===== src/rtl/sr_drv_pkg.sv =====
// rtl/sr_drv_pkg.sv - shared state type and sizing helper for the SR latch driver
package sr_drv_pkg;

  typedef enum logic [2:0] {
    INIT  = 3'd0,
    IDLE  = 3'd1,
    SCAN  = 3'd2,
    PULSE = 3'd3,
    GAP   = 3'd4,
    DONE  = 3'd5
  } drv_state_e;

  // Counter must hold the longer of the pulse and gap lengths.
  function automatic int cnt_w(input int pulse_cyc, input int gap_cyc);
    int m;
    m = (pulse_cyc > gap_cyc) ? pulse_cyc : gap_cyc;
    return $clog2(m + 1);
  endfunction

endpackage


===== src/rtl/sr_prio_enc.sv =====
// rtl/sr_prio_enc.sv - lowest-set-bit priority encoder
module sr_prio_enc #(
  parameter int N     = 8,
  parameter int IDX_W = (N > 1) ? $clog2(N) : 1
) (
  input  logic [N-1:0]     vec,
  output logic [IDX_W-1:0] idx,
  output logic             any
);

  // Scan from the top down so the lowest set bit is the last one written.
  always_comb begin
    idx = '0;
    any = |vec;
    for (int i = N - 1; i >= 0; i--) begin
      if (vec[i]) idx = IDX_W'(i);
    end
  end

endmodule


===== src/rtl/sr_latch_driver.sv =====
// rtl/sr_latch_driver.sv - drives one-at-a-time S/R pulses to bring an SR bank to a target word
module sr_latch_driver
  import sr_drv_pkg::*;
#(
  parameter int N         = 8,
  parameter int PULSE_CYC = 4,
  parameter int GAP_CYC   = 2
) (
  input  logic         clk,
  input  logic         reset,
  input  logic         req_valid,
  output logic         req_ready,
  input  logic [N-1:0] req_data,
  output logic [N-1:0] s_out,
  output logic [N-1:0] r_out,
  input  logic [N-1:0] q_fb,
  output logic [N-1:0] shadow,
  output logic         busy,
  output logic         done,
  output logic         err,
  output logic [N-1:0] err_mask
);

  localparam int CNT_W = cnt_w(PULSE_CYC, GAP_CYC);
  localparam int IDX_W = (N > 1) ? $clog2(N) : 1;
  localparam logic [CNT_W-1:0] PULSE_LAST = CNT_W'(PULSE_CYC - 1);
  localparam logic [CNT_W-1:0] GAP_LAST   = CNT_W'(GAP_CYC - 1);

  drv_state_e       state_q, state_d;
  logic [CNT_W-1:0] cnt_q, cnt_d;
  logic [IDX_W-1:0] idx_q, idx_d;
  logic [N-1:0]     target_q, target_d;
  logic [N-1:0]     pending_q, pending_d;
  logic [N-1:0]     shadow_q, shadow_d;
  logic [N-1:0]     err_mask_q, err_mask_d;
  logic [N-1:0]     s_q, s_d;
  logic [N-1:0]     r_q, r_d;
  logic             err_q, err_d;
  logic             done_q, done_d;
  logic             ready_q, ready_d;
  logic             busy_q, busy_d;
  logic             init_gap_q, init_gap_d;

  logic [IDX_W-1:0] enc_idx;
  logic             enc_any;

  sr_prio_enc #(.N(N), .IDX_W(IDX_W)) u_enc (
    .vec (pending_q),
    .idx (enc_idx),
    .any (enc_any)
  );

  // Next-state and registered-output logic; pulses are only ever held, never combined.
  always_comb begin
    state_d    = state_q;
    cnt_d      = cnt_q;
    idx_d      = idx_q;
    target_d   = target_q;
    pending_d  = pending_q;
    shadow_d   = shadow_q;
    err_mask_d = err_mask_q;
    init_gap_d = init_gap_q;
    s_d        = '0;
    r_d        = '0;
    done_d     = 1'b0;
    ready_d    = 1'b0;
    busy_d     = 1'b1;

    case (state_q)
      INIT: begin
        if (!init_gap_q) begin
          // r_q is still zero only in the first cycle after reset.
          if (r_q == '0) begin
            r_d   = '1;
            cnt_d = PULSE_LAST;
          end else if (cnt_q == '0) begin
            init_gap_d = 1'b1;
            cnt_d      = GAP_LAST;
          end else begin
            r_d   = '1;
            cnt_d = cnt_q - 1'b1;
          end
        end else if (cnt_q == '0) begin
          init_gap_d = 1'b0;
          state_d    = IDLE;
          ready_d    = 1'b1;
          busy_d     = 1'b0;
        end else begin
          cnt_d = cnt_q - 1'b1;
        end
      end

      IDLE: begin
        ready_d = 1'b1;
        busy_d  = 1'b0;
        if (req_valid && ready_q) begin
          target_d   = req_data;
          pending_d  = req_data ^ shadow_q;
          err_mask_d = '0;
          state_d    = SCAN;
          ready_d    = 1'b0;
          busy_d     = 1'b1;
        end
      end

      SCAN: begin
        if (!enc_any) begin
          state_d = DONE;
          done_d  = 1'b1;
        end else begin
          idx_d          = enc_idx;
          cnt_d          = PULSE_LAST;
          state_d        = PULSE;
          s_d[enc_idx]   = target_q[enc_idx];
          r_d[enc_idx]   = ~target_q[enc_idx];
        end
      end

      PULSE: begin
        if (cnt_q == '0) begin
          cnt_d   = GAP_LAST;
          state_d = GAP;
        end else begin
          cnt_d        = cnt_q - 1'b1;
          s_d[idx_q]   = target_q[idx_q];
          r_d[idx_q]   = ~target_q[idx_q];
        end
      end

      GAP: begin
        if (cnt_q == '0) begin
          err_mask_d[idx_q] = err_mask_q[idx_q] | (q_fb[idx_q] != target_q[idx_q]);
          shadow_d[idx_q]   = target_q[idx_q];
          pending_d[idx_q]  = 1'b0;
          state_d           = SCAN;
        end else begin
          cnt_d = cnt_q - 1'b1;
        end
      end

      DONE: begin
        state_d = IDLE;
        ready_d = 1'b1;
        busy_d  = 1'b0;
      end

      default: state_d = INIT;
    endcase

    err_d = |err_mask_d;
  end

  // State and datapath registers; reset drops the pulse outputs immediately.
  always_ff @(posedge clk or posedge reset) begin
    if (reset) begin
      state_q    <= INIT;
      cnt_q      <= '0;
      idx_q      <= '0;
      target_q   <= '0;
      pending_q  <= '0;
      shadow_q   <= '0;
      err_mask_q <= '0;
      err_q      <= 1'b0;
      s_q        <= '0;
      r_q        <= '0;
      done_q     <= 1'b0;
      ready_q    <= 1'b0;
      busy_q     <= 1'b1;
      init_gap_q <= 1'b0;
    end else begin
      state_q    <= state_d;
      cnt_q      <= cnt_d;
      idx_q      <= idx_d;
      target_q   <= target_d;
      pending_q  <= pending_d;
      shadow_q   <= shadow_d;
      err_mask_q <= err_mask_d;
      err_q      <= err_d;
      s_q        <= s_d;
      r_q        <= r_d;
      done_q     <= done_d;
      ready_q    <= ready_d;
      busy_q     <= busy_d;
      init_gap_q <= init_gap_d;
    end
  end

  assign s_out     = s_q;
  assign r_out     = r_q;
  assign shadow    = shadow_q;
  assign err_mask  = err_mask_q;
  assign err       = err_q;
  assign done      = done_q;
  assign req_ready = ready_q;
  assign busy      = busy_q;

endmodule


===== config.mk =====
export PLATFORM = sky130hd
export DESIGN_NAME = sr_latch_driver
export DESIGN_NICKNAME = d
export VERILOG_FILES = /design/src/rtl/sr_drv_pkg.sv /design/src/rtl/sr_prio_enc.sv /design/src/rtl/sr_latch_driver.sv
export SDC_FILE = /design/constraint.sdc
export NUM_CORES = 1
export LEC_CHECK = 0
export CORE_MARGIN = 3
export CORE_UTILIZATION = 25
export CTS_BUF_LIST = sky130_fd_sc_hd__clkbuf_4 sky130_fd_sc_hd__clkbuf_8 sky130_fd_sc_hd__clkbuf_16
export DETAILED_ROUTE_END_ITERATION = 12
export GPL_ROUTABILITY_DRIVEN = 0
export PLACE_DENSITY_LB_ADDON = 0.12
export SETUP_SLACK_MARGIN = 0.3
export SLEW_MARGIN = 20
export SYNTH_ARGS = -nofsm -noshare
export SYNTH_HDL_FRONTEND = slang
export SYNTH_SLANG_ARGS = --single-unit
export TNS_END_PERCENT = 1

===== constraint.sdc =====
create_clock -name clk -period 4.7 [get_ports clk]
set_input_delay 0.94 -clock clk [delete_from_list [all_inputs] [get_ports clk]]
set_output_delay 0.94 -clock clk [all_outputs]
set_load 0.005 [all_outputs]

-- Yosys cells after proc, flatten, opt, wreduce, memory -nomap -nowiden
Index checks and enable logic that the tools add are counted.
- latch bits: 0
- output and inout bits: 36
- memories: 0
- RAM bits: 0
- flip-flop bits (word level): 62
- memory bits (read-only): 0
- eq/ne operators: 12
- shift-type cells: 0
- add/subtract/negate cells: 1
- $lt $le $gt $ge: 4
- muxes and demuxes: 62
- multiply operators: 0
- div/mod/pow operators: 0
- reductions and logical operators: 16
- bitwise logic cells: 10
- operators by type and width (kind ; number):
    $mux W8 ; 11
    $mux W3 ; 19
    $pmux W8 S2 ; 3
    $and A8 B8 Y8 ; 5
    $pmux W8 S3 ; 1
    $pmux W3 S6 ; 1
    $bwmux W8 ; 2
    $mux W1 ; 16
    $reduce_or A8 Y1 ; 2
    $bmux W1 S3 ; 4
    $ne A2 B2 Y1 const B ; 6
    $pmux W3 S4 ; 1
    $logic_not A8 Y1 ; 1
    $lt A3 B4 Y1 const B ; 2
    $not A8 Y8 ; 1
    $reduce_and A2 Y1 ; 4
    $xor A8 B8 Y8 ; 1
    $demux W1 S3 ; 2
    $eq A3 B2 Y1 const B ; 2
    $eq A3 B3 Y1 const B ; 2
    $ge A3 B1 Y1 const B ; 2
    $logic_not A3 Y1 ; 2
    $pmux W1 S3 ; 2
    $reduce_and A5 Y1 ; 1
    other kinds (9) ; 12

-- Logic depth before layout (Yosys ltp)
Gate-level depths: netlist of the first run.
- depth after elaboration: 15
- depth in mapped cells: 10
- gate-level depth less buffers: 10

-- Modules after synthesis
From an unflattened synthesis of the first run, not the netlist that was laid out.
- cells, all modules: 313
- area, all modules: 3231.8 µm²
- by module, submodules not included (module ; cells an instance ; sequential area each (µm²) ; instances ; area an instance (µm²)):
    sr_latch_driver ; 300 ; 1552.7 ; 1 ; 3150.5
    sr_prio_enc ; 13 ; 0.0 ; 1 ; 81.3

-- Least setup slack after synthesis of the first run
No wires, ideal clock.
- path type: in2reg
- from: input port q_fb[1]
- to: register err_q (netlist: err)
- required time: 4.610 ns
- arrival time: 2.104 ns
- stages on the path: 6
- setup slack: 2.507 ns
- setup time: 0.090 ns
- cells stage by stage: xnor2_1 -> mux4_1 -> mux2_2 -> nand2_1 -> nand2_2 -> o2111ai_1
- cells in the longest elaborated chain, start to end: 8
- ends and longest elaborated chain (item ; RTL line ; RTL):
    from (decl) ; sr_latch_driver.sv:16 ; input logic [N-1:0] q_fb,
    $bmux W1 S3 ; sr_latch_driver.sv:132 ; err_mask_d[idx_q] = err_mask_q[idx_q] | (q_fb[idx_q] != target_q[idx_q]);
    $mux W1 (implied by the code) ; sr_latch_driver.sv:132 ;
    $ne A1 B1 Y1 ; sr_latch_driver.sv:132 ;
    $or A1 B1 Y1 ; sr_latch_driver.sv:132 ;
    $bwmux W8 ; sr_latch_driver.sv:132 ;
    $mux W8 ; sr_latch_driver.sv:131 ; if (cnt_q == '0) begin
    $pmux W8 S2 ; sr_latch_driver.sv:69 ; case (state_q)
    $reduce_or A8 Y1 ; sr_latch_driver.sv:150 ; err_d = |err_mask_d;
    via err_d ; sr_latch_driver.sv:38 ; logic err_q, err_d;
    to (signal assigned) ; sr_latch_driver.sv:178 ; err_q <= err_d;
    to (decl) ; sr_latch_driver.sv:38 ;
The timed path passes the listed nets, and every way through them passes these cells. The select of a mux whose other input is x is not followed.
A chain may end at the register's enable or synchronous reset.

-- Final worst setup path of the first run
- from: register cnt_q[0]
- to: register cnt_q[0]
- cells in the longest elaborated chain, start to end: 5
- ends and longest elaborated chain (item ; RTL line ; RTL):
    from (decl) ; sr_latch_driver.sv:30 ; logic [CNT_W-1:0] cnt_q, cnt_d;
    from (signal assigned) ; sr_latch_driver.sv:172 ; cnt_q <= cnt_d;
    $sub A3 B1 Y3 / $logic_not A3 Y1 (equally long branches) ; n/a ;
    $mux W3 ; sr_latch_driver.sv:76, sr_latch_driver.sv:120 ;
    $mux W3 ; sr_latch_driver.sv:73 ; if (r_q == '0) begin
    $mux W3 ; sr_latch_driver.sv:71 ; if (!init_gap_q) begin
    $pmux W3 S4 * ; sr_latch_driver.sv:69 ;
Mark *: on every way between the ends. The rest lies on a longest branch, timed or not.

==> key figures, run 1 <==
Pwr
  • Leakage: approximately 1.8 nW
  • Worst vdd ir: 0.000189 V
  • Pwr dens: between 600 and 700 mW/mm^2

Finish
  • Finished Cell Area: between 0.004 and 0.005 sq mm
  • Antenna diodes: 0
  • Multi-input gate area: 0.00179 sq mm
  • Layout cell share with drive strength beyond 1: 0.128
  • Fillcell total: 1,375
  • Area growth syn-to-layout: 28.9%
  • Final net count: 430
  • Reg area: 0.00155 sq mm

Clock tree
  • PostCTS Resize Cnt: 0
  • TritonCTS buffer count: 9
  • Clock buffer depth: 2
  • CTS tree: yes
  • Clock transition at the registers of the reported paths: 0.05 ns
  • Clock root buffer master: clkbuf_16
  • Num Clock Sinks: 62
  • Post-CTS Hold Fix Bufs: 0
  • Post-CTS setup buffer count: 0
  • CTS H-Tree Depth: 3
  • Worst skew pair latency: 0.33 ns

Timing
  • Tcrit/Tclk final: 0.601
  • Max-slew violations: 0
  • Min Hold Slack: ~0.53 ns
  • Peak Freq: 354 MHz
  • RSZ-0062 raised after global routing: false
  • Pin slew with the least headroom to its limit: around 0.93 ns
  • Post-route minimum period: 2.83 ns
  • Final Skew: 0.0114 ns
  • Endpoints failing setup: 0
  • Final hold vios: 0
  • Slew headroom: 0.382
  • Setup ws final: 1.87 ns
  • TNS Setup: 0 ns

Global routing
  • Vias in the first global route: 2,973
  • Global-route wire length before repair: 17,100 microns
  • Gr ovfl total: 0
  • Largest net degree at the start of global routing: 42
  • Initial antenna violation count: 0
  • Total GRT Usage: 0.149

Setup path
  • Req. time, crit path: 4.90 ns
  • Register-to-register setup slack: around 1.9 ns
  • R2R cell count: 10
  • Reg-to-Reg End: cnt_q[0]$_DFFE_PP0P_
  • Worst setup path class: flip-flop to flip-flop
  • FF-to-FF Start: cnt_q[0]$_DFFE_PP0P_
  • Critical Path AT: 3.03 ns
  • CP endpoint kind: flip-flop
  • Startpoint Class: flip-flop
  • Worst-path maximum fanout: 13

Floorplanning
  • Height of the die: 124 microns
  • Die width: 124 microns
  • Starting Density: 0.258
  • Core area: between 0.01 and 0.015 sq mm
  • Die ar.: 0.0153 sq mm
  • Cell Rows: 42
  • Num ports: 55

Detailed routing
  • DRC violations left: 0
  • Post-route ant nets: 0
  • DR iter-0 viols: 222
  • DRT Wirelength: 10,600 microns
  • Pre-antenna DRT Iters: 4
  • Routed len/inst: 18.1 microns
  • Via count: 2,958
  • Via-to-Cell Ratio: 5.02

Run status
  • Outcome: finished clean

Yosys
  • Cells after Synth: 356
  • Mapped Nets: between 300 and 400
  • Sequential share of the synthesized area: 0.449
  • Cell Area, Synth: approximately 0.0035 sq mm
  • Yosys warns: 0
  • Post-synth EDFFs: 0
  • Synthesized area per cell: 9.72 sq um
  • Cell variety after synth: between 60 and 70
  • Async S/R FF share, synth: 1.00
  • Synth Register Bits: 62
  • Top FF cell, synth: dfrtp_1

Placement
  • Dpl hpwl: 7860 microns
  • DP Area: between 0.004 and 0.005 sq mm
  • IO Port Bufs: 54
  • Worst slack at placement: 1.81 ns

Flow run
  • Max-cap violations: 0

Min path
  • Hold crit path type: flip-flop to flip-flop
  • Min-Delay Path Depth: 1
  • Hold Path Origin: cnt_q[2]$_DFFE_PP0P_
  • Worst Hold End: cnt_q[2]$_DFFE_PP0P_
state kept, by name (all words and copies together), names as in the netlist:
signal      cells
err             1
target_q        8
cnt_q           3
idx_q           3
done            1
pending_q       8
state_q         3
init_gap_q      1
req_ready       1
busy            1
s_out           8
shadow          8
err_mask        8
r_out           8
worst max-delay path, cell delays in order, from the launching register on:
cell and delay, ns:
dfrtp_1 0.39, inv_1 0.11, ha_1 0.17, and2b_1 0.52, clkinv_1 0.42, ha_1 0.41
nor2_1 0.09, a31oi_1 0.04, or3_1 0.32, o2111ai_1 0.10, o21ai_0 0.12
Yosys cell counts, types with 4 or more instances:
library cell | instances | area [sq um]
buf_1 | 4 | 15.0
nand3_1 | 4 | 20.0
o21ai_1 | 4 | 20.0
a21oi_1 | 16 | 80.1
o21ai_0 | 30 | 150
nor3_1 | 5 | 25.0
inv_1 | 8 | 30.0
nand2_1 | 68 | 255
dfrtp_1 | 61 | 1530
nor2_1 | 19 | 71.3
o22ai_1 | 8 | 50.1
a31oi_1 | 5 | 31.3
mux2_2 | 10 | 113
clkbuf_1 | 6 | 22.5
nor2b_1 | 8 | 50.1
xnor2_1 | 16 | 140
a32o_1 | 7 | 70.1
power by group:
group | total [mW] | switching [mW] | internal [mW]
Sequential | 0.978 | 0.274 | 0.704
Combinational | 1.25 | 0.690 | 0.564
Clock | 0.678 | 0.236 | 0.442
Total | 2.91 | 1.20 | 1.71
layout make-up:
cell class | instances | share of cell area
Multi-Input combinational cell | 270 | 0.402
Sequential cell | 62 | 0.348
Timing Repair Buffer | 56 | 0.125
Clock buffer | 13 | 0.0586
Tap cell | 176 | 0.0494
Clock inverter | 3 | 0.0101
Inverter | 9 | 0.00757
cell usage in the layout (no fill, tap or decap), types with 9 or more instances in the layout:
master	count
clkbuf_16	9
a21oi_1	16
clkdlybuf4s50_1	54
dfrtp_1	61
xnor2_1	16
nand2_1	68
o21ai_0	30
mux2_2	10
nor2_1	19
cells by family after synthesis:
logic type	count (synthesis)	synth area share
flip-flops	62	0.449
XOR/XNOR	16	0.0405
AO/OA/AOI/OAI	100	0.199
AND/OR/NAND/NOR	132	0.183
adder cells (fa/ha/maj)	3	0.0108
buffers and inverters	24	0.0333
multiplexers	19	0.0850
stage by stage:
| stage | util | power [mW] | std cells |
|---|---|---|---|
| after floorplan | - | 1.81 | 356 |
| after global placement | 0.310 | 2.23 | 573 |
| after detailed placement | 0.310 | 2.25 | 573 |
| after CTS | 0.333 | 2.94 | 589 |
| after global routing | 0.333 | 3.14 | 589 |
| final | 0.333 | 2.91 | 589 |
worst max path at each step:
| stage | end | start | slack (ns) |
|---|---|---|---|
| after CTS | cnt_q[0]$_DFFE_PP0P_ | cnt_q[0]$_DFFE_PP0P_ | 1.86 |
| after global placement | err_mask[1]$_DFF_PP0_ | q_fb[1] | 1.87 |
| final | cnt_q[0]$_DFFE_PP0P_ | cnt_q[0]$_DFFE_PP0P_ | 1.87 |
| after floorplan | cnt_q[0]$_DFFE_PP0P_ | reset | 2.22 |
| after detailed placement | err$_DFF_PP0_ | req_valid | 1.81 |
| after global routing | err$_DFF_PP0_ | cnt_q[0]$_DFFE_PP0P_ | 1.64 |
per-layer routing:
layer  wire length, microns  track usage  vias up
met1                   5310        0.217     1448
met4                    184       0.0471        0
met3                    496       0.0345       13
met5                      0            0        -
met2                   4650        0.217       95
li1                       -            -     1402
Power figures use the tool's default switching activity.
==> run 2, diff against run 1 <==
==> constraint.sdc (replaced) <==
create_clock -name clk -period 2.67 [get_ports clk]
set_input_delay 0.534 -clock clk [delete_from_list [all_inputs] [get_ports clk]]
set_output_delay 0.534 -clock clk [all_outputs]
set_load 0.005 [all_outputs]
==> run 2 against run 1 <==
  * Non-clock buffer count up 19
  * Critical path depth shrank 5
  * Highest routed layer unchanged
  * Count of clock-buffer cells in the layout unchanged
  * Via count is 2.2% higher
  * Register-to-register slack got worse by 1.4 ns
  * Largest power group unchanged
  * First-iteration DRC count decreased by 32%
  * Combinational power up 99%
  * Routed wire length is 4.3% higher
  * Clock power grew 62%
==> key figures, run 2 (same netlist as run 1, synthesis figures left out) <==
Run status
  • Outcome: finished clean

Timing
  • Post-route minimum period: 2.21 ns (-0.614 ns)
  • TNS Setup: 0 ns (unchanged)
  • Max-slew violations: 0 (unchanged)
  • Peak Freq: 452 MHz (+28%)
  • Final hold vios: 0 (unchanged)
  • Final Skew: 0.00704 ns (-0.00433 ns)
  • Pin slew with the least headroom to its limit: 0.725 ns (-0.201 ns)
  • Slew headroom: 0.516 (+0.134)
  • Setup ws final: 0.458 ns (-1.42 ns)
  • Endpoints failing setup: 0 (unchanged)
  • RSZ-0062 raised after global routing: true
  • Tcrit/Tclk final: 0.829 (+0.227)

Setup path
  • Critical Path AT: 2.46 ns (-0.57 ns)
  • FF-to-FF Start: idx_q[0]$_DFFE_PP0P_
  • Register-to-register setup slack: 0.46 ns (-1.42 ns)
  • Worst-path maximum fanout: 11 (-2)
  • Startpoint Class: flip-flop
  • Reg-to-Reg End: r_out[6]$_DFF_PP0_
  • Worst setup path class: flip-flop to flip-flop
  • R2R cell count: 5 (-5)
  • Req. time, crit path: 2.92 ns (-1.98 ns)
  • CP endpoint kind: flip-flop

Min path
  • Hold crit path type: flip-flop to flip-flop
  • Worst Hold End: cnt_q[2]$_DFFE_PP0P_
  • Hold Path Origin: cnt_q[2]$_DFFE_PP0P_
  • Min-Delay Path Depth: 1 (unchanged)

Floorplanning
  • Core area: 0.0134 sq mm (unchanged)
  • Starting Density: 0.258 (unchanged)
  • Num ports: 55 (unchanged)
  • Height of the die: 124 microns (unchanged)
  • Die width: 124 microns (unchanged)
  • Cell Rows: 42 (unchanged)
  • Die ar.: 0.0153 sq mm (unchanged)

Placement
  • Dpl cells: 592 (+3.3%)
  • IO Port Bufs: 54 (unchanged)
  • Dpl hpwl: 8530 microns (+8.5%)
  • Worst slack at placement: 0.294 ns (-1.51 ns)
  • DP Area: 0.00431 sq mm (+3.7%)

Clock tree
  • Post-CTS Hold Fix Bufs: 0 (unchanged)
  • Clock transition at the registers of the reported paths: 0.05 ns (about the same)
  • TritonCTS buffer count: 9 (unchanged)
  • Clock root buffer master: clkbuf_16
  • Clock buffer depth: 2 (unchanged)
  • Post-CTS setup buffer count: 0 (unchanged)
  • CTS tree: yes
  • CTS H-Tree Depth: 3 (unchanged)
  • Worst skew pair latency: 0.33 ns (about the same)
  • Num Clock Sinks: 62 (unchanged)

Detailed routing
  • Via count: 3,023 (+2.2%)
  • DRC violations left: 0 (unchanged)
  • Routed len/inst: 18.3 microns (+1.4%)
  • DRT Wirelength: 11,100 microns (+4.3%)
  • Via-to-Cell Ratio: 4.99 (-0.67%)
  • Top sig layer: met4
  • DRT met1 WL: 5330 microns (+0.47%)
  • Post-route ant nets: 0 (unchanged)
  • Met3 wire len: 722 microns (+46%)
  • DR iter-0 viols: 152 (-32%)
  • DR WL met2: 4720 microns (+1.6%)
  • Pre-antenna DRT Iters: 4 (unchanged)

Finish
  • Post-layout util: 0.343 (+0.00999)
  • Final net count: 449 (+4.4%)
  • Layout cell share with drive strength beyond 1: 0.165 (+0.0368)
  • Area growth syn-to-layout: 32.8%
  • Non-filler cells, final: 606 (+2.9%)
  • Finished Cell Area: 0.00460 sq mm (+3.0%)
  • Commonest non-fill, non-tap cell in the layout: nand2_1
  • Antenna diodes: 0 (unchanged)
  • Fillcell total: 1,380 (+0.36%)
  • Most frequent cells in the layout: nand2_1, dfrtp_1, clkdlybuf4s50_1

Global routing
  • Initial antenna violation count: 0 (unchanged)
  • Global-route wire length before repair: 17,500 microns (+2.7%)
  • Vias in the first global route: 3,037 (+2.2%)
  • Largest net degree at the start of global routing: 34 (-19%)
  • Gr ovfl total: 0 (unchanged)
  • Total GRT Usage: 0.154 (+0.00558)

Pwr
  • Pwr dens: 1130 mW/mm^2 (+74%)
  • Worst vdd ir: 0.000275 V (+46%)
  • Leakage: 1.91 nW (+5.2%)

Flow run
  • Max-cap violations: 0 (unchanged)
-- run 2: area by class of cell --
cell class,instances,area (sq um),area share
multi-input cells,270,1800,0.392
inverters,9,33.8,0.00735
clock buffers,13,274,0.0596
flip-flops and latches,62,1550,0.338
repair buffers,75,711,0.155
clock inverters,1,5.00,0.00109
well taps,176,220,0.0479
-- run 2: stage by stage --
stage               hold WS (ns)  total power, mW
floorplan                  0.482             3.19
global placement           0.505             4.11
detailed placement         0.509             4.12
CTS                        0.525             5.25
global route               0.574             5.60
finish                     0.524             5.21
-- run 2: how the worst max path moves through the flow --
stage | from | to | slack [ns] | cells past startpoint
floorplan | reset | cnt_q[0]$_DFFE_PP0P_ | 0.60 | 1
global placement | q_fb[7] | err$_DFF_PP0_ | 0.33 | 7
detailed placement | q_fb[6] | err$_DFF_PP0_ | 0.29 | 7
CTS | idx_q[0]$_DFFE_PP0P_ | r_out[6]$_DFF_PP0_ | 0.44 | 5
global route | idx_q[0]$_DFFE_PP0P_ | r_out[1]$_DFF_PP0_ | 0.30 | 5
finish | idx_q[0]$_DFFE_PP0P_ | r_out[6]$_DFF_PP0_ | 0.46 | 5
-- run 2: routing by layer --
layer  global-route usage  vias up
li1                     -     1427
met1                0.219     1484
met2                0.220       93
met3               0.0427       19
met4               0.0657        0
met5                    0        -
-- run 2: where the power goes --
part	internal, mW	total (mW)	switching [mW]
clock	0.701	1.10	0.394
combinational	1.12	2.49	1.36
sequential	1.24	1.63	0.387
-- run 2: timing repair --
action | CTS | global route
endpoints found under the setup margin | 0 | 2
gates resized for setup | 0 | 1
endpoints found under the hold margin | 0 | 0
-- run 2: worst max-delay path, stage by stage, from the launching register on --
cell and delay [ns]:
dfrtp_1 0.58, mux4_2 0.55, mux2_4 0.38, nor3_4 0.37, a31oi_1 0.17, o21ai_2 0.08
==> run 3, diff against run 2 <==
==> constraint.sdc (replaced) <==
create_clock -name clk -period 2.13 [get_ports clk]
set_input_delay 0.426 -clock clk [delete_from_list [all_inputs] [get_ports clk]]
set_output_delay 0.426 -clock clk [all_outputs]
set_load 0.005 [all_outputs]
==> run 3 against run 2 <==
  * First-iteration DRC count is 13% lower
  * Flip-flop and latch count did not move
  * Worst hold slack worse by 0.035 ns
  * Routed wire length is 2.4% higher
  * Final cell count grew 5.9%
  * Sequential power is 27% higher
  * Global-route usage up 0.24 points
  * Sequential share of layout area fell by 3.2 points
  * Register-to-register slack worse by 0.25 ns
  * Core utilization is 3.8 points higher
  * Maximum frequency up 15%
  * Non-clock buffer count rose by 34
  * Highest routed layer unchanged
==> key figures, run 3 (same netlist as run 1, synthesis figures left out) <==
Run status
  • Outcome: finished clean

Detailed routing
  • Via count: 3,165 (+4.7%)
  • Routed len/inst: 17.7 microns (-3.4%)
  • DR iter-0 viols: 133 (-13%)
  • Pre-antenna DRT Iters: 4 (unchanged)
  • DRT Wirelength: 11,400 microns (+2.4%)
  • Post-route ant nets: 0 (unchanged)
  • DRC violations left: 0 (unchanged)
  • Via-to-Cell Ratio: 4.93 (-1.2%)

Clock tree
  • Clock buffer depth: 2 (unchanged)
  • Clock transition at the registers of the reported paths: 0.05 ns (about the same)
  • Num Clock Sinks: 62 (unchanged)
  • Worst skew pair latency: 0.33 ns (about the same)
  • Clock root buffer master: clkbuf_16
  • TritonCTS buffer count: 9 (unchanged)
  • CTS H-Tree Depth: 3 (unchanged)
  • CTS tree: yes

Finish
  • Final net count: 483 (+7.6%)
  • Commonest non-fill, non-tap cell in the layout: nand2_1
  • Antenna diodes: 0 (unchanged)
  • Post-layout util: 0.381 (+0.0376)
  • Most frequent cells in the layout: nand2_1, dfrtp_1, clkdlybuf4s50_1
  • Area growth syn-to-layout: 47.4%
  • Fillcell total: 1,334 (-3.3%)
  • Layout cell share with drive strength beyond 1: 0.309 (+0.144)

Setup path
  • FF-to-FF Start: idx_q[0]$_DFFE_PP0P_
  • Reg-to-Reg End: shadow[0]$_DFFE_PP0P_
  • Worst-path maximum fanout: 8 (-3)
  • Worst setup path class: flip-flop to flip-flop
  • Slowest stage delay, CP: 0.53 ns (-0.05 ns)
  • Req. time, crit path: 2.34 ns (-0.58 ns)
  • CP cell instances: mux4_2, mux2_4, buf_4, mux2_2
  • Startpoint Class: flip-flop
  • Register-to-register setup slack: 0.21 ns (-0.25 ns)
  • CP endpoint kind: flip-flop
  • Slowest cell on crit path: mux4_2
  • R2R cell count: 4 (-1)
  • Critical Path AT: 2.13 ns (-0.33 ns)

Floorplanning
  • Die width: 124 microns (unchanged)
  • Cell Rows: 42 (unchanged)
  • Height of the die: 124 microns (unchanged)
  • Num ports: 55 (unchanged)
  • Starting Density: 0.258 (unchanged)
  • Die ar.: 0.0153 sq mm (unchanged)
  • Core area: 0.0134 sq mm (unchanged)

Placement
  • Dpl hpwl: 8830 microns (+3.6%)
  • Worst slack at placement: -0.139 ns (-0.433 ns)
  • IO Port Bufs: 54 (unchanged)

Timing
  • Final Skew: 0.00326 ns (-0.00378 ns)
  • Tcrit/Tclk final: 0.901 (+0.0724)
  • Post-route minimum period: 1.92 ns (-0.293 ns)
  • Pin slew with the least headroom to its limit: 0.516 ns (-0.209 ns)
  • Endpoints failing setup: 0 (unchanged)
  • Max-slew violations: 0 (unchanged)
  • RSZ-0062 raised after global routing: true
  • Peak Freq: 521 MHz (+15%)
  • Final hold vios: 0 (unchanged)
  • TNS Setup: 0 ns (unchanged)
  • Min Hold Slack: 0.489 ns (-0.0347 ns)
  • Slew headroom: 0.652 (+0.136)
  • Setup ws final: 0.211 ns (-0.247 ns)

Global routing
  • Global-route wire length before repair: 17,900 microns (+2.0%)
  • Total GRT Usage: 0.157 (+0.00239)
  • Vias in the first global route: 3,159 (+4.0%)
  • Initial antenna violation count: 0 (unchanged)
  • Largest net degree at the start of global routing: 26 (-24%)
  • Gr ovfl total: 0 (unchanged)

Pwr
  • Pwr dens: 1450 mW/mm^2 (+28%)
  • Leakage: 2.11 nW (+11%)
  • Worst vdd ir: 0.000508 V (+85%)

Min path
  • Hold crit path type: input port to async pin

Flow run
  • Max-cap violations: 0 (unchanged)
==> run 3: repair_timing <==
item,CTS,global route
resized for setup,33,31
pin swaps,7,12
buffers inserted,5,4
endpoints found under the setup margin,36,45
hold buffers,0,0
==> run 3: worst max path at each step <==
stage	cells after the start	endpoint	slack [ns]	from
after floorplan	10	cnt_q[0]$_DFFE_PP0P_	0.17	cnt_q[0]$_DFFE_PP0P_
after global placement	7	err_mask[7]$_DFF_PP0_	-0.11	q_fb[7]
after detailed placement	7	err_mask[7]$_DFF_PP0_	-0.14	q_fb[6]
after CTS	6	r_out[1]$_DFF_PP0_	0.19	idx_q[0]$_DFFE_PP0P_
after global routing	6	err_mask[4]$_DFF_PP0_	0.15	idx_q[0]$_DFFE_PP0P_
final	4	shadow[0]$_DFFE_PP0P_	0.21	idx_q[0]$_DFFE_PP0P_
==> run 3: area by class of cell <==
cell class / instances / area, sq um / area share
tap: 176 / 220 / 0.0432
timing repair buffer: 109 / 981 / 0.192
clock inverter: 2 / 10.0 / 0.00196
inverter: 9 / 42.5 / 0.00834
clock buffer: 14 / 269 / 0.0527
multi-input combinational: 270 / 2020 / 0.395
sequential: 62 / 1560 / 0.306
==> run 3: metal layers <==
metal  part of all wire  up-vias  GRT usage
met5                  0        -          0
met4              0.018        0     0.0526
met3              0.039       11     0.0350
met2               0.46       68      0.240
met1               0.48     1576      0.219
li1                   -     1510          -
==> run 3: critical path, delay by kind of cell (launching register included) <==
| family | cells | cell delay (ns) |
|---|---|---|
| multiplexers | 3 | 1.12 |
| flip-flops | 1 | 0.49 |
| buffers and inverters | 1 | 0.18 |
==> run 3: through the flow <==
step / cells / power, mW / cell area, sq um
final: 642 / 7.41 / 5100
after global routing: 642 / 7.93 / 5100
after CTS: 638 / 7.21 / 4980
after detailed placement: 617 / 5.46 / 4500
after global placement: 617 / 5.46 / 4500
after floorplan: 356 / 4.01 / 3470
==> run 3: where the power goes <==
group | internal (mW) | total [mW] | switching [mW]
registers | 1.57 | 2.07 | 0.505
logic | 1.94 | 3.98 | 2.04
clock network | 0.866 | 1.36 | 0.489
